[src/rtl/axi_sbus_bridge.sv]
// AXI4 slave to req/gnt/rvalid simple-bus bridge. One bus access is in flight at a time,
// INCR bursts are split into word accesses, and a bus err is reported as SLVERR.
//
// state   | meaning
// IDLE    | waiting for AW or AR, round robin when both are valid
// WR_DATA | waiting for the next W beat
// WR_REQ  | write access requested, waiting for gnt
// WR_WAIT | write granted, waiting for rvalid
// WR_RESP | B response presented until BREADY
// RD_REQ  | read access requested, waiting for gnt
// RD_WAIT | read granted, waiting for rvalid
// RD_RESP | R beat presented and held until RREADY
module axi_sbus_bridge #(
    parameter int ADDR_W = 32
) (
    input  logic              clk,
    input  logic              reset,
    input  logic [ADDR_W-1:0] S_AXI_AWADDR,
    input  logic [7:0]        S_AXI_AWLEN,
    input  logic              S_AXI_AWVALID,
    output logic              S_AXI_AWREADY,
    input  logic [31:0]       S_AXI_WDATA,
    input  logic [3:0]        S_AXI_WSTRB,
    input  logic              S_AXI_WVALID,
    output logic              S_AXI_WREADY,
    output logic [1:0]        S_AXI_BRESP,
    output logic              S_AXI_BVALID,
    input  logic              S_AXI_BREADY,
    input  logic [ADDR_W-1:0] S_AXI_ARADDR,
    input  logic [7:0]        S_AXI_ARLEN,
    input  logic              S_AXI_ARVALID,
    output logic              S_AXI_ARREADY,
    output logic [31:0]       S_AXI_RDATA,
    output logic [1:0]        S_AXI_RRESP,
    output logic              S_AXI_RLAST,
    output logic              S_AXI_RVALID,
    input  logic              S_AXI_RREADY,
    output logic              req,
    output logic [ADDR_W-1:0] addr,
    output logic              we,
    output logic [3:0]        be,
    output logic [31:0]       wdata,
    input  logic [31:0]       rdata,
    input  logic              gnt,
    input  logic              rvalid,
    input  logic              err
);

    typedef enum logic [2:0] {
        IDLE, WR_DATA, WR_REQ, WR_WAIT, WR_RESP, RD_REQ, RD_WAIT, RD_RESP
    } state_t;

    state_t            state, state_nxt;
    logic [ADDR_W-1:0] addr_q, addr_nxt;
    logic [7:0]        len_q, len_nxt;
    logic [7:0]        cnt_q, cnt_nxt;
    logic              err_acc, err_acc_nxt;
    logic              last_rd, last_rd_nxt;
    logic              we_q, we_nxt;
    logic [3:0]        be_q, be_nxt;
    logic [31:0]       wdata_q, wdata_nxt;
    logic [31:0]       rdata_q, rdata_nxt;
    logic [1:0]        rresp_q, rresp_nxt;
    logic              rlast_q, rlast_nxt;
    logic              grant_w, grant_r;

    // last_rd steers the tie-break: write wins after a read (and after reset)
    assign grant_w = S_AXI_AWVALID && (!S_AXI_ARVALID || last_rd);
    assign grant_r = S_AXI_ARVALID && (!S_AXI_AWVALID || !last_rd);

    always_ff @(posedge clk or posedge reset) begin
        if (reset) begin
            state   <= IDLE;
            addr_q  <= '0;
            len_q   <= '0;
            cnt_q   <= '0;
            err_acc <= 1'b0;
            last_rd <= 1'b1;
            we_q    <= 1'b0;
            be_q    <= '0;
            wdata_q <= '0;
            rdata_q <= '0;
            rresp_q <= 2'b00;
            rlast_q <= 1'b0;
        end else begin
            state   <= state_nxt;
            addr_q  <= addr_nxt;
            len_q   <= len_nxt;
            cnt_q   <= cnt_nxt;
            err_acc <= err_acc_nxt;
            last_rd <= last_rd_nxt;
            we_q    <= we_nxt;
            be_q    <= be_nxt;
            wdata_q <= wdata_nxt;
            rdata_q <= rdata_nxt;
            rresp_q <= rresp_nxt;
            rlast_q <= rlast_nxt;
        end
    end

    always_comb begin
        state_nxt   = state;
        addr_nxt    = addr_q;
        len_nxt     = len_q;
        cnt_nxt     = cnt_q;
        err_acc_nxt = err_acc;
        last_rd_nxt = last_rd;
        we_nxt      = we_q;
        be_nxt      = be_q;
        wdata_nxt   = wdata_q;
        rdata_nxt   = rdata_q;
        rresp_nxt   = rresp_q;
        rlast_nxt   = rlast_q;
        case (state)
            IDLE: begin
                if (grant_w) begin
                    addr_nxt    = S_AXI_AWADDR;
                    len_nxt     = S_AXI_AWLEN;
                    cnt_nxt     = '0;
                    err_acc_nxt = 1'b0;
                    state_nxt   = WR_DATA;
                end else if (grant_r) begin
                    addr_nxt    = S_AXI_ARADDR;
                    len_nxt     = S_AXI_ARLEN;
                    cnt_nxt     = '0;
                    we_nxt      = 1'b0;
                    be_nxt      = 4'hF;
                    state_nxt   = RD_REQ;
                end
            end
            WR_DATA: begin
                if (S_AXI_WVALID) begin
                    we_nxt    = 1'b1;
                    be_nxt    = S_AXI_WSTRB;
                    wdata_nxt = S_AXI_WDATA;
                    state_nxt = WR_REQ;
                end
            end
            WR_REQ: begin
                if (gnt) state_nxt = WR_WAIT;
            end
            WR_WAIT: begin
                if (rvalid) begin
                    err_acc_nxt = err_acc | err;
                    if (cnt_q != len_q) begin
                        cnt_nxt   = cnt_q + 8'd1;
                        addr_nxt  = addr_q + ADDR_W'(4);
                        state_nxt = WR_DATA;
                    end else begin
                        state_nxt = WR_RESP;
                    end
                end
            end
            WR_RESP: begin
                if (S_AXI_BREADY) begin
                    last_rd_nxt = 1'b0;
                    state_nxt   = IDLE;
                end
            end
            RD_REQ: begin
                if (gnt) state_nxt = RD_WAIT;
            end
            RD_WAIT: begin
                if (rvalid) begin
                    rdata_nxt = rdata;
                    rresp_nxt = err ? 2'b10 : 2'b00;
                    rlast_nxt = (cnt_q == len_q);
                    state_nxt = RD_RESP;
                end
            end
            RD_RESP: begin
                if (S_AXI_RREADY) begin
                    rlast_nxt = 1'b0;
                    if (rlast_q) begin
                        last_rd_nxt = 1'b1;
                        state_nxt   = IDLE;
                    end else begin
                        cnt_nxt   = cnt_q + 8'd1;
                        addr_nxt  = addr_q + ADDR_W'(4);
                        state_nxt = RD_REQ;
                    end
                end
            end
            default: state_nxt = IDLE;
        endcase
    end

    assign S_AXI_AWREADY = (state == IDLE) && grant_w;
    assign S_AXI_ARREADY = (state == IDLE) && grant_r;
    assign S_AXI_WREADY  = (state == WR_DATA);
    assign S_AXI_BVALID  = (state == WR_RESP);
    assign S_AXI_BRESP   = ((state == WR_RESP) && err_acc) ? 2'b10 : 2'b00;
    assign S_AXI_RVALID  = (state == RD_RESP);
    assign S_AXI_RDATA   = rdata_q;
    assign S_AXI_RRESP   = rresp_q;
    assign S_AXI_RLAST   = rlast_q;
    assign req           = (state == WR_REQ) || (state == RD_REQ);
    assign addr          = addr_q;
    assign we            = we_q;
    assign be            = be_q;
    assign wdata         = wdata_q;

endmodule

[config.mk]
export PLATFORM = sky130hd
export DESIGN_NAME = axi_sbus_bridge
export DESIGN_NICKNAME = d
export VERILOG_FILES = /design/src/rtl/axi_sbus_bridge.sv
export SDC_FILE = /design/constraint.sdc
export NUM_CORES = 1
export LEC_CHECK = 0
export ABC_AREA = 1
export CORE_ASPECT_RATIO = 2
export CORE_UTILIZATION = 35
export DETAILED_ROUTE_END_ITERATION = 16
export PLACE_DENSITY_LB_ADDON = 0.1
export SYNTH_ARGS = -nofsm -noshare
export SYNTH_HDL_FRONTEND = slang
export SYNTH_SLANG_ARGS = --single-unit
[constraint.sdc]
create_clock -name clk -period 5.45 [get_ports clk]
set_clock_uncertainty 0.1 [all_clocks]
set_input_delay 0.8175 -clock clk [delete_from_list [all_inputs] [get_ports clk]]
set_output_delay 0.8175 -clock clk [all_outputs]
set_load 0.05 [all_outputs]
# [Yosys cells after proc, flatten, opt, wreduce, memory -nomap -nowiden]
# Cells that the tools add are included.
[totals] reg_bits=125 input_bits=158 elab_cells=113
[classes] add_sub_neg=2 n_eq_ne=23 mux=48 bitwise=1 reduce_logical=27
[ops] op="32-bit two-way mux" n=6
[ops] op="32-bit one-hot mux with 3 select lines" n=1
[ops] op="8-bit two-way mux" n=8
[ops] op="3-bit two-way mux" n=11
[ops] op="32-bit by 3-bit adder with 32-bit output, second input constant" n=1
[ops] op="3-bit one-hot mux with 8 select lines" n=1
[ops] op="8-bit one-hot mux with 3 select lines" n=1
[ops] op="2-bit inequality test, second input constant" n=10
[ops] op="3-bit == test, second input constant" n=4
[ops] op="4-bit two-way mux" n=3
[ops] op="1-bit two-way mux" n=10
[ops] op="2-bit nonzero test" n=5
[ops] op="8-bit by 1-bit adder with 8-bit output, second input constant" n=1
[ops] op="8-bit == test" n=1
[ops] op="8-bit inequality test" n=1
[ops] op="1-bit one-hot mux with 2 select lines" n=4
[ops] op="4-bit one-hot mux with 2 select lines" n=1
[ops] op="4-bit AND reduction" n=2
[ops] op="8-bit AND reduction" n=1
[ops] op="3-bit by 2-bit == test with 1-bit output, second input constant" n=2
[ops] op="2-bit by 1-bit inequality test with 1-bit output, second input constant" n=3
[ops] op="2-bit AND reduction" n=3
[ops] op="3-bit AND reduction" n=2
[ops] op="6-bit AND reduction" n=1
[ops] op="other kinds (9)" n=18

# [Depth between registers and ports, before layout]
[depth] word_depth=6 depth_mapped=13 ltp_nobuf=11

# [Worst setup path before layout]
# Ideal clock, no wire load.
[synth_path] kind="register to output" from="register state[2]" to="output S_AXI_BRESP[1]" arrival_time_ps=2509 required_time_ps=4533 setup_slack_ps=2024 path_stages_with_launch=5 path_buffers=0 path_cell_list="dfrtp_1 > inv_2 > nor3_1 > inv_1 > nor2_1"
[synth_via] elab_chain_len=3
[synth_lines] item="from (decl)" line="53" rtl="state_t state, state_nxt;"
[synth_lines] item="from (signal assigned)" line="86" rtl="state <= state_nxt;"
[synth_lines] item="3-bit == test"
[synth_lines] item="net S_AXI_BVALID" line="27" rtl="output logic S_AXI_BVALID,"
[synth_lines] item="1-bit logical AND" line="192" rtl="assign S_AXI_BRESP = ((state == WR_RESP) && err_acc) ? 2'b10 : 2'b00;"
[synth_lines] item="2-bit two-way mux" line="192"
[synth_lines] item="to (decl)" line="26" rtl="output logic [1:0] S_AXI_BRESP,"
# The timed path passes the listed nets, and every way through them passes these cells.

# [Final worst setup path]
[layout_path] from="input S_AXI_ARVALID" to="output S_AXI_AWREADY"
[layout_via] elab_chain_len=4
[layout_lines] item="from (decl)" line="31" rtl="input logic S_AXI_ARVALID,"
[layout_lines] item="1-bit logical NOT" line="68" rtl="assign grant_w = S_AXI_AWVALID && (!S_AXI_ARVALID || last_rd);"
[layout_lines] item="1-bit logical OR" line="68"
[layout_lines] item="1-bit logical AND" line="68"
[layout_lines] item="1-bit logical AND" line="188" rtl="assign S_AXI_AWREADY = (state == IDLE) && grant_w;"
[layout_lines] item="to (decl)" line="21" rtl="output logic S_AXI_AWREADY,"
# Every way passes these cells.

==> flow_summary.ini <==
[pwr]
p_leak_nw = 4.78
finalPower_mw = 6.78
vdd_ir_drop_max_mv = 0.423
powerDensity_nw_per_um2 = 657

[yosys]
async_flop_share = 1.00
synth_flop_cell = dfrtp_1
synthDistinctLibCells = 38
synth_area_sq_um = 6860
synth_seq_area_share = 0.452
synth_edf_count = 0
syn_avg_cell_area_sq_um = 7.11
ys_seq_elements = 124
ys_warn_count = 0
synth_cells = 965

[clock_network]
cts_sinks = 124
root_buffer = clkbuf_16
cts_buffers = 17
cts_tree = built
cts_resized = 0
clk_transition_reported_paths_ns = 0.06
postCtsSetupRepairBufs = 0
cts-htree-levels = 4
clk-insertion-delay-late_ns = 0.41
holdBufCountCts = 0
clockBufferDepth = 2

[route]
drt_iter0_drc = 215
remaining_drc_errors = 0
num_vias = 6934
first_pass_iters = 4
wl_microns = 23000
post_drt_wl_per_cell_microns = 15.4
viasPerCell = 4.65
drtAntennaViolNets = 0

[die]
io_pins = 270
die_h_microns = 200
dieWidth_microns = 101
die-area_sq_um = 20200
rows = 72
start_util = 0.356
core_area_sq_um = 19300

[grt]
grt_usage = 0.233
antenna_found_initial = 0
grt-ovfl-total = 0
grt_first_pass_wirelength_microns = 35500
grt_pass1_vias = 6900
grt_max_degree = 70

[placed_design]
dpl_cell_area_sq_um = 9710
dpl.hpwl_microns = 17200
port_buffers = 267
gp_congestion = 0.861

[sta]
slew_headroom = 0.412
fin_crit_sh = 0.691
tns_ns = 0
tightest_slew_ns = 0.882
rsz0062_at_grt = no
finalSetupViolCount = 0
fin_crit_ns = 3.77
fmax_mhz = 265
slew_violations = 0
finalHoldViolCount = 0

[worst_setup_path]
cp.depth = 5
cp_top_family = buffers and inverters
reg2reg_from = state[1]
cp_slowest_stage_delay_ns = 0.74
crit_top_cell = clkdlybuf4s50_1
rr_endpoint = addr[24]
critPathLaunchType = primary input
critPathKind = in2out
cp_max_fo = 18
cp_data_arrival_time_ns = 2.85
slowest_stage = clkdlybuf4s50_1
path_buf_inv = 3
r2r_cells = 9
reg2reg_slack_ns = 2.60
path_cells = clkdlybuf4s50_1 -> inv_1 -> o21ai_4 -> nor2_1 -> clkdlybuf4s50_1
worstPathRequired_ns = 4.53
endpoint_kind = primary output

[hold_path]
hold_depth = 2
hold_path_class = reg2reg
hold_path_end = S_AXI_RDATA[20]
min_from = S_AXI_RDATA[20]

[flow_run]
drv_cap = 0

[layout]
final_cell_area_sq_um = 10300
antennaDiodeCount = 0
area_growth_pct = 50.2
final_nets = 1379
drive_gt1_frac = 0.0682

[run_status]
status = finished clean
cells in the mapped netlist, drive strengths merged, types with 4 or more instances:
library cell | n | area share
inv | 62 | 0.034
o31ai | 4 | 0.0044
nand2 | 465 | 0.26
nor2 | 83 | 0.048
or2 | 13 | 0.012
o211ai | 12 | 0.013
clkbuf | 14 | 0.0077
a31oi | 10 | 0.0091
dfrtp | 123 | 0.45
xnor2 | 5 | 0.0064
nand3 | 65 | 0.049
buf | 26 | 0.024
o21ai | 28 | 0.021
a21oi | 7 | 0.0057
xor2 | 6 | 0.0077
o21bai | 21 | 0.023
o22a | 4 | 0.0051
metrics by stage:
step,hold slack [ns],util,cells,worst slack (ns)
after floorplan,0.363,-,966,1.23
after global placement,0.353,0.503,1459,1.71
after detailed placement,0.357,0.503,1459,1.67
after CTS,0.372,0.535,1491,1.66
after global routing,0.387,0.535,1491,1.57
final,0.368,0.535,1491,1.68
worst reg2reg max path: cells and delay by family, from the launching register on:
kind,cells,cell delay (ns)
buf+inv,2,0.16
flops,1,0.45
simple gates,7,2.04
layout by cell type, fill, tap and decap left out, drive strengths merged, types with 4 or more instances in the layout:
| master | n |
|---|---|
| o211ai | 12 |
| clkinvlp | 4 |
| nor2 | 83 |
| buf | 7 |
| o21bai | 21 |
| clkbuf | 17 |
| clkinv | 9 |
| xor2 | 6 |
| nand2 | 465 |
| clkdlybuf4s50 | 267 |
| a21oi | 7 |
| o31ai | 4 |
| o22a | 4 |
| xnor2 | 5 |
| nand3 | 65 |
| or2 | 13 |
| a31oi | 10 |
| o21ai | 28 |
| dfrtp | 123 |
| inv | 62 |
sequential cells by signal, indices dropped and copies added, names as in the netlist, 3 cells and up:
signal       cells
wdata           32
S_AXI_RDATA     32
len_q            8
cnt_q            8
state            3
addr            32
be               4
worst max path at each step:
| stage | to | slack, ns | start |
|---|---|---|---|
| global route | S_AXI_AWREADY | 1.57 | S_AXI_ARVALID |
| CTS | S_AXI_AWREADY | 1.66 | S_AXI_ARVALID |
| detailed placement | S_AXI_AWREADY | 1.67 | S_AXI_ARVALID |
| finish | S_AXI_AWREADY | 1.68 | S_AXI_ARVALID |
| global placement | S_AXI_AWREADY | 1.71 | S_AXI_ARVALID |
| floorplan | S_AXI_RDATA[0] | 1.23 | reset |
where the power goes:
part | internal [mW] | total, mW | switching, mW | leakage [nW]
logic | 1.25 | 3.87 | 2.62 | 2.96
registers | 1.36 | 1.76 | 0.395 | 1.53
clock network | 0.717 | 1.15 | 0.433 | 0.285
cell families (layout without fill, tap and decap cells):
logic type      after synthesis  in the layout  share of synthesized area
other cells                   1              2                   0.000547
xor+xnor                     11             11                     0.0140
flops                       124            124                      0.452
fa+ha+maj                     2              2                    0.00365
buf+inv                     103            369                     0.0669
simple gates                636            636                      0.379
compound gates               88             88                     0.0832
routing by layer:
metal | up-vias | track usage | part of all wire
met4 | 0 | 0.125 | 0.044
met3 | 42 | 0.0533 | 0.060
met2 | 225 | 0.439 | 0.55
li1 | 3525 | - | -
met1 | 3142 | 0.232 | 0.35
met5 | - | 0 | 0
area by class of cell:
type | count | area (sq um)
fillers | 1931 | 8970
multi-input cells | 739 | 3310
clock inverters | 15 | 175
flip-flops and latches | 124 | 3100
clock buffers | 17 | 425
repair buffers | 274 | 2730
inverters | 63 | 241
well taps | 259 | 324
Power figures use the tool's default switching activity.
